File: src/rtl/de_regfile_scoreboard_pkg.sv
// rtl/de_regfile_scoreboard_pkg.sv - shared constants, WB bundle layout and CSR window helpers
package de_regfile_scoreboard_pkg;

    localparam int DBITS      = 32;
    localparam int REGNOBITS  = 5;
    localparam int REGWORDS   = 32;
    localparam int CSRNOBITS  = 12;
    localparam int CSR_WORDS  = 4;
    localparam int CSRIDXBITS = $clog2(CSR_WORDS);
    localparam int SB_BITS    = 2;

    localparam logic [CSRNOBITS-1:0] CSR_BASE = 12'h300;

    localparam int WB_FIELD_WR_REG_BITS = 1;
    localparam int WB_FIELD_WR_CSR_BITS = 1;
    localparam int WB_BUNDLE_WIDTH      = WB_FIELD_WR_REG_BITS + REGNOBITS + DBITS
                                        + CSRNOBITS + WB_FIELD_WR_CSR_BITS;

    // Field order matches the wire bundle, MSB first.
    typedef struct packed {
        logic                 wr_reg;
        logic [REGNOBITS-1:0] wregno;
        logic [DBITS-1:0]     regval;
        logic [CSRNOBITS-1:0] wcsrno;
        logic                 wr_csr;
    } wb_bundle_t;

    function automatic logic csr_in_window(input logic [CSRNOBITS-1:0] addr);
        return (addr >= CSR_BASE) && (addr < (CSR_BASE + CSRNOBITS'(CSR_WORDS)));
    endfunction

    function automatic logic [CSRIDXBITS-1:0] csr_index(input logic [CSRNOBITS-1:0] addr);
        return CSRIDXBITS'(addr - CSR_BASE);
    endfunction

endpackage

File: src/rtl/de_regfile_scoreboard_if.sv
// rtl/de_regfile_scoreboard_if.sv - WB bundle, read ports and issue port between DE and the regfile
interface de_regfile_scoreboard_if;
    import de_regfile_scoreboard_pkg::*;

    logic [WB_BUNDLE_WIDTH-1:0] from_WB_to_DE;
    logic [REGNOBITS-1:0]       rs1;
    logic [REGNOBITS-1:0]       rs2;
    logic [DBITS-1:0]           rs1_val;
    logic [DBITS-1:0]           rs2_val;
    logic [CSRNOBITS-1:0]       csr_rno;
    logic [DBITS-1:0]           csr_rval;
    logic                       issue_valid;
    logic                       issue_wr_reg;
    logic [REGNOBITS-1:0]       issue_rd;
    logic                       rs1_busy;
    logic                       rs2_busy;
    logic                       rd_full;
    logic                       sb_err;

    modport master (
        output from_WB_to_DE, rs1, rs2, csr_rno, issue_valid, issue_wr_reg, issue_rd,
        input  rs1_val, rs2_val, csr_rval, rs1_busy, rs2_busy, rd_full, sb_err
    );

    modport slave (
        input  from_WB_to_DE, rs1, rs2, csr_rno, issue_valid, issue_wr_reg, issue_rd,
        output rs1_val, rs2_val, csr_rval, rs1_busy, rs2_busy, rd_full, sb_err
    );

endinterface

File: src/rtl/de_regfile_scoreboard_sb_counter_bank.sv
// rtl/de_regfile_scoreboard_sb_counter_bank.sv - per-register in-flight counters with busy/full/error flags
module de_regfile_scoreboard_sb_counter_bank
    import de_regfile_scoreboard_pkg::*;
(
    input  logic                 clk,
    input  logic                 reset,
    input  logic                 issue_valid_i,
    input  logic                 issue_wr_reg_i,
    input  logic [REGNOBITS-1:0] issue_rd_i,
    input  logic                 dec_valid_i,
    input  logic [REGNOBITS-1:0] dec_regno_i,
    input  logic [REGNOBITS-1:0] rs1_i,
    input  logic [REGNOBITS-1:0] rs2_i,
    output logic                 rs1_busy_o,
    output logic                 rs2_busy_o,
    output logic                 rd_full_o,
    output logic                 sb_err_o
);

    localparam logic [SB_BITS-1:0] CNT_MAX = '1;
    localparam logic [SB_BITS-1:0] CNT_ONE = SB_BITS'(1);

    logic [SB_BITS-1:0] cnt_q [REGWORDS];
    logic [SB_BITS-1:0] cnt_d [REGWORDS];
    logic               sb_err_q;
    logic               sb_err_d;
    logic               inc;
    logic               dec;

    assign rd_full_o = (issue_rd_i != '0) && (cnt_q[issue_rd_i] == CNT_MAX);
    assign inc       = issue_valid_i && issue_wr_reg_i && (issue_rd_i != '0) && !rd_full_o;
    assign dec       = dec_valid_i && (dec_regno_i != '0);

    // A register whose only outstanding write lands this cycle is served by the WB bypass.
    assign rs1_busy_o = (rs1_i != '0) && (cnt_q[rs1_i] != '0)
                     && !((cnt_q[rs1_i] == CNT_ONE) && dec && (dec_regno_i == rs1_i));
    assign rs2_busy_o = (rs2_i != '0) && (cnt_q[rs2_i] != '0)
                     && !((cnt_q[rs2_i] == CNT_ONE) && dec && (dec_regno_i == rs2_i));

    assign sb_err_o = sb_err_q;

    always_comb begin
        sb_err_d = sb_err_q
                || (dec && (cnt_q[dec_regno_i] == '0))
                || (issue_valid_i && issue_wr_reg_i && rd_full_o);
        cnt_d[0] = '0;
        for (int r = 1; r < REGWORDS; r++) begin
            cnt_d[r] = cnt_q[r];
            if (inc && (issue_rd_i == REGNOBITS'(r))
                    && !(dec && (dec_regno_i == REGNOBITS'(r)))) begin
                cnt_d[r] = cnt_q[r] + CNT_ONE;
            end else if (dec && (dec_regno_i == REGNOBITS'(r))
                    && !(inc && (issue_rd_i == REGNOBITS'(r)))
                    && (cnt_q[r] != '0)) begin
                cnt_d[r] = cnt_q[r] - CNT_ONE;
            end
        end
    end

    always_ff @(posedge clk) begin
        if (reset) begin
            for (int r = 0; r < REGWORDS; r++) begin
                cnt_q[r] <= '0;
            end
            sb_err_q <= 1'b0;
        end else begin
            cnt_q    <= cnt_d;
            sb_err_q <= sb_err_d;
        end
    end

endmodule

File: src/rtl/de_regfile_scoreboard.sv
// rtl/de_regfile_scoreboard.sv - DE-side integer/CSR register file with WB bypass and hazard scoreboard
module de_regfile_scoreboard
    import de_regfile_scoreboard_pkg::*;
(
    input  logic                   clk,
    input  logic                   reset,
    de_regfile_scoreboard_if.slave bus
);

    wb_bundle_t       wb;
    logic [DBITS-1:0] rf_q  [REGWORDS];
    logic [DBITS-1:0] rf_d  [REGWORDS];
    logic [DBITS-1:0] csr_q [CSR_WORDS];
    logic [DBITS-1:0] csr_d [CSR_WORDS];
    logic             wb_reg_wr;

    assign wb        = wb_bundle_t'(bus.from_WB_to_DE);
    assign wb_reg_wr = wb.wr_reg && (wb.wregno != '0);

    always_comb begin
        rf_d  = rf_q;
        csr_d = csr_q;
        if (wb_reg_wr) begin
            rf_d[wb.wregno] = wb.regval;
        end
        if (wb.wr_csr && csr_in_window(wb.wcsrno)) begin
            csr_d[csr_index(wb.wcsrno)] = wb.regval;
        end
    end

    always_ff @(posedge clk) begin
        if (reset) begin
            for (int r = 0; r < REGWORDS; r++) begin
                rf_q[r] <= '0;
            end
            for (int c = 0; c < CSR_WORDS; c++) begin
                csr_q[c] <= '0;
            end
        end else begin
            rf_q  <= rf_d;
            csr_q <= csr_d;
        end
    end

    // Same-cycle WB data wins over the array so DE never reads a value one cycle stale.
    always_comb begin
        bus.rs1_val = rf_q[bus.rs1];
        if (bus.rs1 == '0) begin
            bus.rs1_val = '0;
        end else if (wb.wr_reg && (wb.wregno == bus.rs1)) begin
            bus.rs1_val = wb.regval;
        end

        bus.rs2_val = rf_q[bus.rs2];
        if (bus.rs2 == '0) begin
            bus.rs2_val = '0;
        end else if (wb.wr_reg && (wb.wregno == bus.rs2)) begin
            bus.rs2_val = wb.regval;
        end

        bus.csr_rval = '0;
        if (csr_in_window(bus.csr_rno)) begin
            if (wb.wr_csr && (wb.wcsrno == bus.csr_rno)) begin
                bus.csr_rval = wb.regval;
            end else begin
                bus.csr_rval = csr_q[csr_index(bus.csr_rno)];
            end
        end
    end

    de_regfile_scoreboard_sb_counter_bank u_sb_counter_bank (
        .clk            (clk),
        .reset          (reset),
        .issue_valid_i  (bus.issue_valid),
        .issue_wr_reg_i (bus.issue_wr_reg),
        .issue_rd_i     (bus.issue_rd),
        .dec_valid_i    (wb.wr_reg),
        .dec_regno_i    (wb.wregno),
        .rs1_i          (bus.rs1),
        .rs2_i          (bus.rs2),
        .rs1_busy_o     (bus.rs1_busy),
        .rs2_busy_o     (bus.rs2_busy),
        .rd_full_o      (bus.rd_full),
        .sb_err_o       (bus.sb_err)
    );

endmodule
File: src/flat_wrapper.sv
// flat-port wrapper written by rule: the top's interface ports become plain ports
module de_regfile_scoreboard_flat import de_regfile_scoreboard_pkg::*;
  (clk, reset, bus_from_WB_to_DE, bus_rs1, bus_rs2, bus_csr_rno, bus_issue_valid, bus_issue_wr_reg, bus_issue_rd, bus_rs1_val, bus_rs2_val, bus_csr_rval, bus_rs1_busy, bus_rs2_busy, bus_rd_full, bus_sb_err);
  de_regfile_scoreboard_if bus_i ();
  input  logic clk;
  input  logic reset;
  input wire logic [$bits(bus_i.from_WB_to_DE)-1:0] bus_from_WB_to_DE;
  input wire logic [$bits(bus_i.rs1)-1:0] bus_rs1;
  input wire logic [$bits(bus_i.rs2)-1:0] bus_rs2;
  input wire logic [$bits(bus_i.csr_rno)-1:0] bus_csr_rno;
  input wire logic [$bits(bus_i.issue_valid)-1:0] bus_issue_valid;
  input wire logic [$bits(bus_i.issue_wr_reg)-1:0] bus_issue_wr_reg;
  input wire logic [$bits(bus_i.issue_rd)-1:0] bus_issue_rd;
  output wire logic [$bits(bus_i.rs1_val)-1:0] bus_rs1_val;
  output wire logic [$bits(bus_i.rs2_val)-1:0] bus_rs2_val;
  output wire logic [$bits(bus_i.csr_rval)-1:0] bus_csr_rval;
  output wire logic [$bits(bus_i.rs1_busy)-1:0] bus_rs1_busy;
  output wire logic [$bits(bus_i.rs2_busy)-1:0] bus_rs2_busy;
  output wire logic [$bits(bus_i.rd_full)-1:0] bus_rd_full;
  output wire logic [$bits(bus_i.sb_err)-1:0] bus_sb_err;
  assign bus_i.from_WB_to_DE = bus_from_WB_to_DE;
  assign bus_i.rs1 = bus_rs1;
  assign bus_i.rs2 = bus_rs2;
  assign bus_i.csr_rno = bus_csr_rno;
  assign bus_i.issue_valid = bus_issue_valid;
  assign bus_i.issue_wr_reg = bus_issue_wr_reg;
  assign bus_i.issue_rd = bus_issue_rd;
  assign bus_rs1_val = bus_i.rs1_val;
  assign bus_rs2_val = bus_i.rs2_val;
  assign bus_csr_rval = bus_i.csr_rval;
  assign bus_rs1_busy = bus_i.rs1_busy;
  assign bus_rs2_busy = bus_i.rs2_busy;
  assign bus_rd_full = bus_i.rd_full;
  assign bus_sb_err = bus_i.sb_err;
  de_regfile_scoreboard u_core (.clk(clk), .reset(reset), .bus(bus_i));
endmodule
File: config.mk
export PLATFORM = sky130hd
export DESIGN_NAME = de_regfile_scoreboard_flat
export DESIGN_NICKNAME = d
export VERILOG_FILES = /design/src/rtl/de_regfile_scoreboard_pkg.sv /design/src/rtl/de_regfile_scoreboard_if.sv /design/src/rtl/de_regfile_scoreboard_sb_counter_bank.sv /design/src/rtl/de_regfile_scoreboard.sv /design/src/flat_wrapper.sv
export SDC_FILE = /design/constraint.sdc
export NUM_CORES = 2
export LEC_CHECK = 0
export CORE_ASPECT_RATIO = 0.5
export CORE_MARGIN = 3
export CORE_UTILIZATION = 57
export DETAILED_ROUTE_END_ITERATION = 8
export PLACE_DENSITY = 0.74
export SLEW_MARGIN = 30
export SYNTH_ARGS = -nofsm -noshare
export SYNTH_HDL_FRONTEND = slang
export SYNTH_HIERARCHICAL = 1
export SYNTH_SLANG_ARGS = --single-unit
File: constraint.sdc
create_clock -name clk -period 6.4 [get_ports clk]
set_clock_uncertainty 0.15 [all_clocks]
set_input_delay 1.28 -clock clk [delete_from_list [all_inputs] [get_ports clk]]
set_output_delay 1.28 -clock clk [all_outputs]
set_load 0.02 [all_outputs]
==> flow_metrics.py <==
metrics = {
    "power": {
        "clkPwrFrac": 0.425,
        "finalPower_mw": 16.5,
        "share_seq_of_total_power": 0.462,
        "internal-power_mw": 12.0,
        "switching_share": 0.272,
        "comb_power_share": 0.112,
        "switchingPower_mw": 4.50,
        "leakage_nw": 23.6,
        "vdd_drop_max_mv": 0.226,
        "p_per_area_mw_per_mm2": 230,
    },
    "status": {
        "status": "finished, violations left",
        "violations": "DRC",
    },
    "synth": {
        "muxShareOfSynthArea": 0.213,
        "synth-main-ff-cell": "dfxtp_1",
        "synth-compound-area-share": 0.163,
        "synth_xor_area_frac": 0.00433,
        "syn-cell-area_mm2": 0.0647,
        "synthAdderAreaFrac": 0,
        "synth_fp_nets": 7745,
        "syn_inst": 7663,
        "yosysTopAreaCell": "dfxtp_1",
        "ys_warn_count": 6,
        "synth_edf_count": 0,
        "syn_area_per_cell_um2": 8.45,
        "ys_ff_latch": 1215,
        "synth_top_area_share": 0.376,
        "ys_types": 83,
        "seq_area_frac_synth": 0.376,
        "synth-simple-area-share": 0.193,
        "synth_top_family_by_area": "multiplexers",
        "async_reset_ff_frac": 0,
        "synth.area.top_cells": "dfxtp_1 (38%), mux4_2 (16%), nand2_1 (14%)",
    },
    "worst_setup_path": {
        "path_class": "in -> out",
        "required_ns": 4.97,
        "worstSetupStartpointType": "primary input",
        "arrival_ns": 4.90,
        "crit_fanout": 29,
        "crit_path_end_kind": "output port",
    },
    "sta": {
        "worst_slew_pin_slew_ns": 1.19,
        "min_period_ns": 6.33,
        "finalSetupViolCount": 0,
        "fin_setup_tns_ns": 0,
        "hold_viol": 0,
        "clock.fmax_mhz": 158,
        "slew_viol_final": 0,
        "rsz0062_at_grt": "false",
        "slew_headroom": 0.205,
        "post-route-period-util": 0.989,
    },
    "finish": {
        "area_delta_synth_final_pct": 11.0,
        "mostFrequentLayoutCell": "nand2_1",
        "fin_nets": 7556,
        "layout-drive-gt1-share": 0.149,
        "most-common-layout-cells": "nand2_1 (2442), dfxtp_1 (1215), a21oi_1 (1163)",
    },
    "placement": {
        "portBuffers": 181,
        "place_hpwl_um": 164000,
        "finalWeightedCongestion": 1.03,
    },
    "global_route": {
        "grt_pass1_vias": 58200,
        "grt_pass1_wl_um": 377000,
        "busiest_layer": "met2",
        "gr-usage-all-layers": 0.424,
        "grt_start_max_net_pins": 186,
        "grt.overflow.total": 0,
        "grtUsageMet1": 0.561,
        "met2_usage": 0.580,
        "antenna_found_initial": 13,
        "use_met3": 0.195,
    },
    "clocking": {
        "clk_pin_slew_ns": 0.07,
        "cts_resized": 0,
        "cts_max_path_buffers": 3,
        "cts_root_buf": "clkbuf_16",
        "htree_levels": 3,
        "cts_sinks": 1215,
        "post_cts_buffers": 0,
        "cts-hold-fix-buffers": 0,
        "cts_made_buffers": 110,
        "clock_latency_ns": 0.73,
        "cts_tree": "yes",
    },
    "drt": {
        "routed_wirelength_um": 259000,
        "drtAntennaViolNets": 0,
        "drtIter0Drc": 11900,
        "via_count": 63500,
        "routed_via_density": 7.00,
        "drc": 2,
        "first_pass_iters": 9,
        "wl_per_cell_um": 28.5,
    },
    "die": {
        "start_util": 0.581,
        "rows": 86,
        "die-area_mm2": 0.118,
        "chipWidth_um": 483,
        "io_pins": 182,
        "core_area_mm2": 0.111,
        "die_h_um": 244,
    },
    "min_path": {
        "hold_path_class": "reg -> reg",
    },
    "flow_run": {
        "maxCapViolations": 0,
    },
}
worst max-delay path: stages:
cell,delay [ns]
buf_4,0.54
buf_4,0.31
nand2b_1,0.45
o21ai_0,0.16
nor3_1,0.75
a21oi_1,0.35
a21oi_1,0.33
clkdlybuf4s50_1,0.65
through the flow:
| step | hold WS [ns] | setup WS (ns) | instance area, um2 | cells | util |
|---|---|---|---|---|---|
| floorplan | 0.279 | 1.73 | 64700 | 7663 | - |
| global placement | 0.285 | 0.247 | 67800 | 8847 | 0.609 |
| detailed placement | 0.292 | 0.532 | 68100 | 8856 | 0.611 |
| CTS | 0.301 | 0.512 | 71800 | 9058 | 0.645 |
| global route | 0.317 | 0.224 | 71800 | 9061 | 0.645 |
| finish | 0.299 | 0.0724 | 71900 | 9069 | 0.645 |
logic make-up (layout without fill, tap and decap cells):
kind of cell | Yosys count | count (layout)
AND/OR/NAND/NOR | 3060 | 3060
AO/OA/AOI/OAI | 1783 | 1783
flip-flops | 1215 | 1215
multiplexers | 790 | 790
buffers and inverters | 783 | 684
XOR/XNOR | 32 | 32
other | 0 | 9
state kept, by name, indices dropped and copies added, names as in the netlist:
| register | flops |
|---|---|
| u_core/u_sb_counter_bank/cnt_q | 62 |
| u_core/u_sb_counter_bank/sb_err_o | 1 |
| u_core/rf_q | 1024 |
| u_core/csr_q | 128 |
area by class of cell:
type                            count  area [um2]
Timing Repair Buffer              472        4440
Inverter                           10        38.8
Multi-Input combinational cell   5665       37400
Antenna cell                        9        22.5
Tap cell                         1496        1870
Fill cell                        9213       39500
Clock buffer                      164        3230
Sequential cell                  1215       24300
Clock inverter                     38         487
synthesized netlist by cell type, types with 8 or more instances:
cell / count
mux4_2: 467
dfxtp_1: 1215
a221oi_1: 57
buf_1: 23
nor2_1: 224
a21o_1: 8
a22oi_1: 83
o22ai_1: 52
o21ai_0: 104
nor3b_1: 8
buf_2: 69
nor3_1: 88
and3_1: 23
a211o_1: 12
a21oi_2: 30
a32oi_1: 9
o2bb2ai_1: 31
mux2i_1: 315
nand2b_1: 27
nand3_1: 22
a311oi_1: 11
o22a_1: 20
xor2_1: 10
nor4b_1: 33
a211oi_1: 16
o211ai_2: 9
a31oi_1: 12
o211ai_1: 95
nor4_1: 13
nor2b_1: 79
o221a_2: 8
buf_6: 15
a22o_1: 8
a21oi_1: 1163
xnor2_1: 22
nand2_1: 2451
buf_4: 44
nand2_2: 30
a221o_1: 24
clkbuf_1: 622
power groups by stage:
stage	logic [mW]	clock network, mW	registers [mW]
global route	1.87	7.33	7.64
CTS	1.74	7.00	7.64
floorplan	1.02	0	7.80
global placement	1.72	0	7.81
detailed placement	1.73	0	7.81
finish	1.86	7.04	7.64
worst paths after layout:
kind	start	to	slack, ns	cells past startpoint
worst max-delay path	bus_rs1[4]	bus_rs1_val[31]	0.07	8
worst min-delay path	u_core/csr_q[59]$_SDFFE_PP0P_	u_core/csr_q[59]$_SDFFE_PP0P_	0.30	2
worst max register to register	u_core/u_sb_counter_bank/cnt_q[58]$_SDFFE_PP0P_	u_core/u_sb_counter_bank/sb_err_o$_SDFF_PP0_	3.72	7
worst min register to register	u_core/csr_q[59]$_SDFFE_PP0P_	u_core/csr_q[59]$_SDFFE_PP0P_	0.30	2
per-layer routing:
| metal | share of wire | routed length (um) |
|---|---|---|
| met5 | 0.00072 | 185 |
| met4 | 0.057 | 14800 |
| met3 | 0.19 | 47900 |
| met2 | 0.40 | 104000 |
| met1 | 0.36 | 92000 |
Power figures use the tool's default switching activity.
